### config.mk
export PLATFORM = sky130hd
export DESIGN_NAME = pdec_sp_fifo_ctrl_flat
export DESIGN_NICKNAME = d
export VERILOG_FILES = /design/src/rtl/pdec_fifo_pkg.sv /design/src/rtl/pdec_sp_fifo_ctrl_if.sv /design/src/rtl/pdec_fifo_obuf.sv /design/src/rtl/pdec_sp_fifo_ctrl.sv /design/src/flat_wrapper.sv
export SDC_FILE = /design/constraint.sdc
export NUM_CORES = 1
export LEC_CHECK = 0
export CORE_MARGIN = 2
export CORE_UTILIZATION = 27
export CTS_BUF_LIST = sky130_fd_sc_hd__clkbuf_8
export CTS_CLUSTER_DIAMETER = 150
export CTS_CLUSTER_SIZE = 25
export DETAILED_ROUTE_END_ITERATION = 8
export MAX_ROUTING_LAYER = met4
export PLACE_DENSITY_LB_ADDON = 0.2
export SKIP_LAST_GASP = 1
export SLEW_MARGIN = 0
export SYNTH_ARGS = -nofsm -noshare
export SYNTH_HDL_FRONTEND = slang
export SYNTH_SLANG_ARGS = --single-unit
### constraint.sdc
create_clock -name clk -period 11.7 [get_ports clk]
set_input_delay 2.34 -clock clk [delete_from_list [all_inputs] [get_ports clk]]
set_output_delay 2.34 -clock clk [all_outputs]
set_load 0.01 [all_outputs]
### src/rtl/pdec_fifo_pkg.sv
// Shared constants and helpers for the pdec single-port FIFO controller.
// The localparams describe the default configuration; modules derive their own
// sizes from their parameters so non-default instances stay consistent.
package pdec_fifo_pkg;

   localparam int unsigned DEF_DW       = 16;
   localparam int unsigned DEF_AW       = 8;
   localparam int unsigned DEF_SRAM_DLY = 2;
   localparam int unsigned DEF_AF_LVL   = 240;

   localparam int unsigned DEPTH = 2 ** DEF_AW;
   localparam int unsigned OB    = DEF_SRAM_DLY + 1;
   localparam int unsigned PTR_W = DEF_AW + 1;
   localparam int unsigned LVL_W = DEF_AW + 2;

   // Number of set bits in a 32-bit vector (callers zero-extend narrower vectors).
   function automatic int unsigned f_popcnt(input logic [31:0] v);
      int unsigned n;
      n = 0;
      for (int i = 0; i < 32; i++) begin
         n += 32'(v[i]);
      end
      return n;
   endfunction

endpackage

### src/rtl/pdec_sp_fifo_ctrl_if.sv
// Push/pop valid-ready bus of the pdec FIFO controller.
// master: producer/consumer side; slave: the FIFO controller.
interface pdec_sp_fifo_ctrl_if
   import pdec_fifo_pkg::*;
#(
   parameter int unsigned DW = DEF_DW
);

   logic          wr_valid;
   logic          wr_ready;
   logic [DW-1:0] wr_data;
   logic          rd_valid;
   logic          rd_ready;
   logic [DW-1:0] rd_data;

   modport master (
      output wr_valid, wr_data, rd_ready,
      input  wr_ready, rd_valid, rd_data
   );

   modport slave (
      input  wr_valid, wr_data, rd_ready,
      output wr_ready, rd_valid, rd_data
   );

endinterface

### src/rtl/pdec_fifo_obuf.sv
// Small register-based first-word-fall-through buffer that absorbs SRAM read data.
// Capture and pop may happen in the same cycle, also when the buffer is full:
// the head slot is vacated and the new word becomes the tail.
module pdec_fifo_obuf
   import pdec_fifo_pkg::*;
#(
   parameter  int unsigned DW      = DEF_DW,
   parameter  int unsigned ENTRIES = OB,
   localparam int unsigned CW      = $clog2(ENTRIES + 1)
) (
   input  logic          clk,
   input  logic          rst_n,
   input  logic          flush,
   input  logic          push,
   input  logic [DW-1:0] push_data,
   input  logic          pop,
   output logic          valid,
   output logic [DW-1:0] head,
   output logic [CW-1:0] ob_cnt
);

   localparam int unsigned IW = (ENTRIES > 1) ? $clog2(ENTRIES) : 1;

   logic [DW-1:0] mem_q [ENTRIES];
   logic [IW-1:0] wr_idx_q;
   logic [IW-1:0] rd_idx_q;
   logic [CW-1:0] cnt_q;

   // Entry count is not a power of two, so indices wrap explicitly.
   function automatic logic [IW-1:0] f_inc(input logic [IW-1:0] i);
      return (i == IW'(ENTRIES - 1)) ? '0 : i + IW'(1);
   endfunction

   // Storage, indices and occupancy; flush drops all entries.
   always_ff @(posedge clk or negedge rst_n) begin
      if (!rst_n) begin
         for (int i = 0; i < int'(ENTRIES); i++) begin
            mem_q[i] <= '0;
         end
         wr_idx_q <= '0;
         rd_idx_q <= '0;
         cnt_q    <= '0;
      end else if (flush) begin
         wr_idx_q <= '0;
         rd_idx_q <= '0;
         cnt_q    <= '0;
      end else begin
         if (push) begin
            mem_q[wr_idx_q] <= push_data;
            wr_idx_q        <= f_inc(wr_idx_q);
         end
         if (pop) begin
            rd_idx_q <= f_inc(rd_idx_q);
         end
         cnt_q <= cnt_q + CW'(push) - CW'(pop);
      end
   end

   assign valid  = (cnt_q != '0);
   assign head   = mem_q[rd_idx_q];
   assign ob_cnt = cnt_q;

endmodule

### src/rtl/pdec_sp_fifo_ctrl.sv
// Synchronous FIFO controller sequencing the banked single-port RAM wrapper (pdec_dp2sp).
// Continuous write/read pointers, read credits and an output buffer hide SRAM read latency
// so push and pop both run at one word per cycle.
// Optional status outputs (hwm, ovf_cnt) are built when PDEC_FIFO_STAT_EN is defined.
module pdec_sp_fifo_ctrl
   import pdec_fifo_pkg::*;
#(
   parameter  int unsigned DW       = DEF_DW,
   parameter  int unsigned AW       = DEF_AW,
   parameter  int unsigned SRAM_DLY = DEF_SRAM_DLY,
   parameter  int unsigned AF_LVL   = DEF_AF_LVL,
   localparam int unsigned LvlW     = AW + 2
) (
   input  logic                clk,
   input  logic                rst_n,
   input  logic                flush,
   pdec_sp_fifo_ctrl_if.slave  bus,
   output logic [LvlW-1:0]     level,
   output logic                almost_full,
   output logic                dpram_wen,
   output logic [AW-1:0]       dpram_waddr,
   output logic [DW-1:0]       dpram_wdata,
   output logic                dpram_ren,
   output logic [AW-1:0]       dpram_raddr,
   input  logic [DW-1:0]       dpram_rdata
`ifdef PDEC_FIFO_STAT_EN
   ,
   output logic [LvlW-1:0]     hwm,
   output logic [15:0]         ovf_cnt
`endif
);

   localparam int unsigned Depth = 2 ** AW;
   localparam int unsigned ObN   = SRAM_DLY + 1;
   localparam int unsigned PtrW  = AW + 1;
   localparam int unsigned CntW  = $clog2(ObN + 1);

   logic [PtrW-1:0]     wptr_q;
   logic [PtrW-1:0]     rptr_q;
   logic [PtrW-1:0]     wptr_vis_q;
   logic [SRAM_DLY-1:0] vpipe_q;
   logic [LvlW-1:0]     level_q;
   logic [LvlW-1:0]     level_d;

   logic                full;
   logic                push;
   logic                pop;
   logic                ren;
   logic                ob_push;
   logic                ob_valid;
   logic [DW-1:0]       ob_head;
   logic [CntW-1:0]     ob_cnt;
   int unsigned         credit_used;

   assign full         = ((wptr_q - rptr_q) == PtrW'(Depth));
   assign bus.wr_ready = !full && !flush;
   assign push         = bus.wr_valid && bus.wr_ready;
   assign pop          = ob_valid && bus.rd_ready && !flush;
   assign ob_push      = vpipe_q[SRAM_DLY-1] && !flush;

   assign bus.rd_valid = ob_valid;
   assign bus.rd_data  = ob_head;

   assign dpram_wen    = push;
   assign dpram_waddr  = wptr_q[AW-1:0];
   assign dpram_wdata  = bus.wr_data;
   assign dpram_ren    = ren;
   assign dpram_raddr  = rptr_q[AW-1:0];

   assign level        = level_q;
   assign almost_full  = (level_q >= LvlW'(AF_LVL));

   // Read issue: a word is readable once wptr_vis has passed it, and only while a buffer
   // slot is guaranteed at capture time. A word popped this cycle frees its slot, which
   // keeps the read stream at one word per cycle.
   always_comb begin
      credit_used = f_popcnt(32'(vpipe_q)) + 32'(ob_cnt);
      ren         = (rptr_q != wptr_vis_q) && (credit_used < ObN + 32'(pop)) && !flush;
   end

   // Next fill level: words pushed and not yet popped, wherever they currently live.
   always_comb begin
      level_d = level_q;
      if (flush) begin
         level_d = '0;
      end else begin
         level_d = level_q + LvlW'(push) - LvlW'(pop);
      end
   end

   // Pointers, visible write pointer, read-valid pipe and level.
   // wptr_vis trails wptr_q by one cycle, so a word written in cycle t is first read in
   // t+2, after any bank-conflict deferral inside the wrapper has landed.
   always_ff @(posedge clk or negedge rst_n) begin
      if (!rst_n) begin
         wptr_q     <= '0;
         rptr_q     <= '0;
         wptr_vis_q <= '0;
         vpipe_q    <= '0;
         level_q    <= '0;
      end else if (flush) begin
         wptr_q     <= '0;
         rptr_q     <= '0;
         wptr_vis_q <= '0;
         vpipe_q    <= '0;
         level_q    <= '0;
      end else begin
         if (push) begin
            wptr_q <= wptr_q + PtrW'(1);
         end
         if (ren) begin
            rptr_q <= rptr_q + PtrW'(1);
         end
         wptr_vis_q <= wptr_q;
         vpipe_q    <= {vpipe_q[SRAM_DLY-2:0], ren};
         level_q    <= level_d;
      end
   end

   pdec_fifo_obuf #(
      .DW      (DW),
      .ENTRIES (ObN)
   ) u_obuf (
      .clk       (clk),
      .rst_n     (rst_n),
      .flush     (flush),
      .push      (ob_push),
      .push_data (dpram_rdata),
      .pop       (pop),
      .valid     (ob_valid),
      .head      (ob_head),
      .ob_cnt    (ob_cnt)
   );

`ifdef PDEC_FIFO_STAT_EN
   logic [LvlW-1:0] hwm_q;
   logic [15:0]     ovf_cnt_q;

   // High-water mark tracks level_d so it already includes the level of the next cycle.
   always_ff @(posedge clk or negedge rst_n) begin
      if (!rst_n) begin
         hwm_q <= '0;
      end else if (flush) begin
         hwm_q <= '0;
      end else if (level_d > hwm_q) begin
         hwm_q <= level_d;
      end
   end

   // Saturating count of cycles where a push was offered but refused.
   always_ff @(posedge clk or negedge rst_n) begin
      if (!rst_n) begin
         ovf_cnt_q <= '0;
      end else if (bus.wr_valid && !bus.wr_ready && (ovf_cnt_q != 16'hFFFF)) begin
         ovf_cnt_q <= ovf_cnt_q + 16'd1;
      end
   end

   assign hwm     = hwm_q;
   assign ovf_cnt = ovf_cnt_q;
`endif

endmodule

### src/flat_wrapper.sv
// flat-port wrapper written by rule: the top's interface ports become plain ports
module pdec_sp_fifo_ctrl_flat import pdec_fifo_pkg::*;
#(
   parameter  int unsigned DW       = DEF_DW,
   parameter  int unsigned AW       = DEF_AW,
   parameter  int unsigned SRAM_DLY = DEF_SRAM_DLY,
   parameter  int unsigned AF_LVL   = DEF_AF_LVL,
   localparam int unsigned LvlW     = AW + 2
)
  (clk, rst_n, flush, level, almost_full, dpram_wen, dpram_waddr, dpram_wdata, dpram_ren, dpram_raddr, dpram_rdata, bus_wr_valid, bus_wr_data, bus_rd_ready, bus_wr_ready, bus_rd_valid, bus_rd_data);
  pdec_sp_fifo_ctrl_if #(.DW(DW)) bus_i ();
  input  logic clk;
  input  logic rst_n;
  input  logic flush;
  output logic [LvlW-1:0] level;
  output logic almost_full;
  output logic dpram_wen;
  output logic [AW-1:0] dpram_waddr;
  output logic [DW-1:0] dpram_wdata;
  output logic dpram_ren;
  output logic [AW-1:0] dpram_raddr;
  input  logic [DW-1:0] dpram_rdata;
  input wire logic [$bits(bus_i.wr_valid)-1:0] bus_wr_valid;
  input wire logic [$bits(bus_i.wr_data)-1:0] bus_wr_data;
  input wire logic [$bits(bus_i.rd_ready)-1:0] bus_rd_ready;
  output wire logic [$bits(bus_i.wr_ready)-1:0] bus_wr_ready;
  output wire logic [$bits(bus_i.rd_valid)-1:0] bus_rd_valid;
  output wire logic [$bits(bus_i.rd_data)-1:0] bus_rd_data;
  assign bus_i.wr_valid = bus_wr_valid;
  assign bus_i.wr_data = bus_wr_data;
  assign bus_i.rd_ready = bus_rd_ready;
  assign bus_wr_ready = bus_i.wr_ready;
  assign bus_rd_valid = bus_i.rd_valid;
  assign bus_rd_data = bus_i.rd_data;
  pdec_sp_fifo_ctrl #(.DW(DW), .AW(AW), .SRAM_DLY(SRAM_DLY), .AF_LVL(AF_LVL)) u_core (.clk(clk), .rst_n(rst_n), .flush(flush), .bus(bus_i), .level(level), .almost_full(almost_full), .dpram_wen(dpram_wen), .dpram_waddr(dpram_waddr), .dpram_wdata(dpram_wdata), .dpram_ren(dpram_ren), .dpram_raddr(dpram_raddr), .dpram_rdata(dpram_rdata));
endmodule
==> results.json <==
{
  "critPathKind": "in2out",
  "nNetsFinal": 591,
  "grt_start_max_net_pins": 51,
  "cts.repair.resized": 0,
  "rr_worst_depth": 18,
  "top_level_ports": 100,
  "rows": 50,
  "crit_fanout": 50,
  "final-instance-count-excl-fill": 786,
  "wl_mm": 11.9,
  "slew_viol_final": 0,
  "yosys-top-cells-area": "dfrtp_1 45%, mux2_2 11%, ha_1 7.4%",
  "max_slew.worst_pin.slew_ps": 1130,
  "drive_above_1_share_pct": 15.4,
  "htreeDepth": 3,
  "synthCells": 486,
  "core_area_um2": 18800,
  "avgViaCountPerCell": 4.45,
  "dp_slack_ps": 3940,
  "worstHoldPathType": "reg2reg",
  "min_period_ps": 7760,
  "ys_ff_latch": 93,
  "ff2ff_setup_slack_ps": 6950,
  "dieWidth_um": 143,
  "clk_latency_ps": 370,
  "antenna_cells": 0,
  "grt_setup_unrepaired": "no",
  "hold_start": "u_core.u_obuf.mem_q[40]",
  "status": "completed",
  "power_density_nw_per_um2": 191,
  "grt_pass1_wl_mm": 19.0,
  "numCtsBuffers": 9,
  "drtIter0Drc": 125,
  "cts_tree": "built",
  "holdWs_ps": 510,
  "hold_viol_final": 0,
  "drc_errors": 0,
  "fmax_ghz": 0.129,
  "critPathSlowestCell": "a21oi_1",
  "fin_worst_skew_ps": 10.3,
  "syn-num-nets": 556,
  "cts_hold_buf": 0,
  "power.leakage_uw": 0.00274,
  "postSynthAreaPerCell_um2": 10.7,
  "start_util_pct": 27.7,
  "hold_depth": 1,
  "tns_ps": 0,
  "hpwl_mm": 8.24,
  "portBuffers": 67,
  "critPathCaptureType": "output pin",
  "placed_cells": 770,
  "ant_nets": 0,
  "rr_endpoint": "u_core.level[6]",
  "antenna_found_initial": 0,
  "timing.final.ws_setup_ps": 3940,
  "r2r-start": "u_core.rptr_q[7]",
  "path_delay_family": "buffers and inverters",
  "max_cap_violations": 0,
  "grt_pass1_vias": 3633,
  "gp_routability_congestion": 0.765,
  "netlist_area_um2": 5220,
  "cts_setup_buffers": 0,
  "synth_top_flop_cell": "dfrtp_1",
  "synth.largest_area_cell": "dfrtp_1",
  "clockBufferDepth": 2,
  "final_common_cell": "dfrtp_1",
  "start_kind": "primary input",
  "vias": 3495,
  "yosysWarnings": 0,
  "path_clk_slew_ps": 80,
  "async_reset_ff_share_pct": 100,
  "final_util_pct": 32.6,
  "wire_per_inst_um": 15.1,
  "setup_viol": 0,
  "syn_to_final_growth_pct": 17.4,
  "cts-root-buf": "clkbuf_8",
  "die_height_um": 143,
  "synth_edf_count": 0,
  "crit_top_cell": "clkdlybuf4s50_1",
  "finalCritPeriodShare_pct": 66.3,
  "drt_first_pass_iters": 6,
  "required_ps": 9360,
  "slowest_delay_ps": 640,
  "grt_overflow_total": 0,
  "irDropWorstVdd_v": 0.0000446,
  "mostFrequentLayoutCells": "93 x dfrtp_1, 66 x clkdlybuf4s50_1, 51 x mux2_2, 35 x nor2_1, 31 x ha_1",
  "grt_use_total_pct": 12.4,
  "cp_num_buf_inv": 4,
  "clock-sinks": 93,
  "synth_top_area_share_pct": 44.6,
  "yosysUniqueCellTypes": 45,
  "worstPathArrival_ps": 5420,
  "dieArea_um2": 20500,
  "hold_end": "u_core.u_obuf.mem_q[40]",
  "crit_chain": "clkdlybuf4s50_1, buf_4, or2_2, inv_1, ha_1, a21o_1, a21oi_1, nor2b_1, clkdlybuf4s50_1",
  "slew_headroom_pct": 24.4,
  "ys_seq_area_share_pct": 44.6
}
[worst max path at each step]
| stage | startpoint | depth (start not counted) | endpoint |
|---|---|---|---|
| 3_5_place_dp | flush | 9 | dpram_ren |
| 2_1_floorplan | flush | 8 | dpram_ren |
| 3_3_place_gp | flush | 9 | dpram_ren |
| 5_1_grt | flush | 9 | dpram_ren |
| 6_report | flush | 9 | dpram_ren |
| 4_1_cts | flush | 9 | dpram_ren |
[logic make-up after synthesis]
family	synth area share (%)
AO/OA/AOI/OAI	6.86
XOR/XNOR	4.70
adder cells (fa/ha/maj)	8.20
buffers and inverters	7.55
flip-flops	44.6
multiplexers	15.1
AND/OR/NAND/NOR	13.0
[cell usage after synthesis (all sizes together), types with 5 or more instances]
master,count
dfrtp,93
mux2i,18
o21ai,23
a21oi,13
xor2,14
nor2,35
ha,31
mux2,54
inv,22
clkbuf,16
nand4,6
nor2b,21
buf,33
nand3,5
nor3,9
xnor2,14
nand2,30
[state kept, by name, summed over array words and instances, names as in the netlist, 9 cells and up]
name,cells
u_core.u_obuf.mem_q,48
u_core.level,10
u_core.rptr_q,9
u_core.wptr_q,9
u_core.wptr_vis_q,9
[cell type report]
class	count	area [um^2]
sequential	93	2330
tap	260	325
clock buffer	9	124
multi-input combinational	322	2510
timing repair buffer	73	713
clock inverter	7	43.8
fill	1890	12700
inverter	22	82.6
[through the flow]
step	area [um^2]	total power, uW
finish	6130	1170
CTS	6130	1190
global route	6130	1270
floorplan	5220	808
global placement	5960	983
detailed placement	5960	992
[power by group]
group	total, uW	switching, uW	internal (uW)
Clock	194	118	76.2
Sequential	456	56.9	399
Combinational	522	241	282
[per-layer routing]
| layer | track usage [%] | part of all wire, % |
|---|---|---|
| met5 | - | 0 |
| met4 | 4.53 | 1.4 |
| met3 | 2.21 | 3.9 |
| met2 | 19.6 | 48 |
| met1 | 15.8 | 47 |
Note: power is estimated with default switching activity, not from simulation.
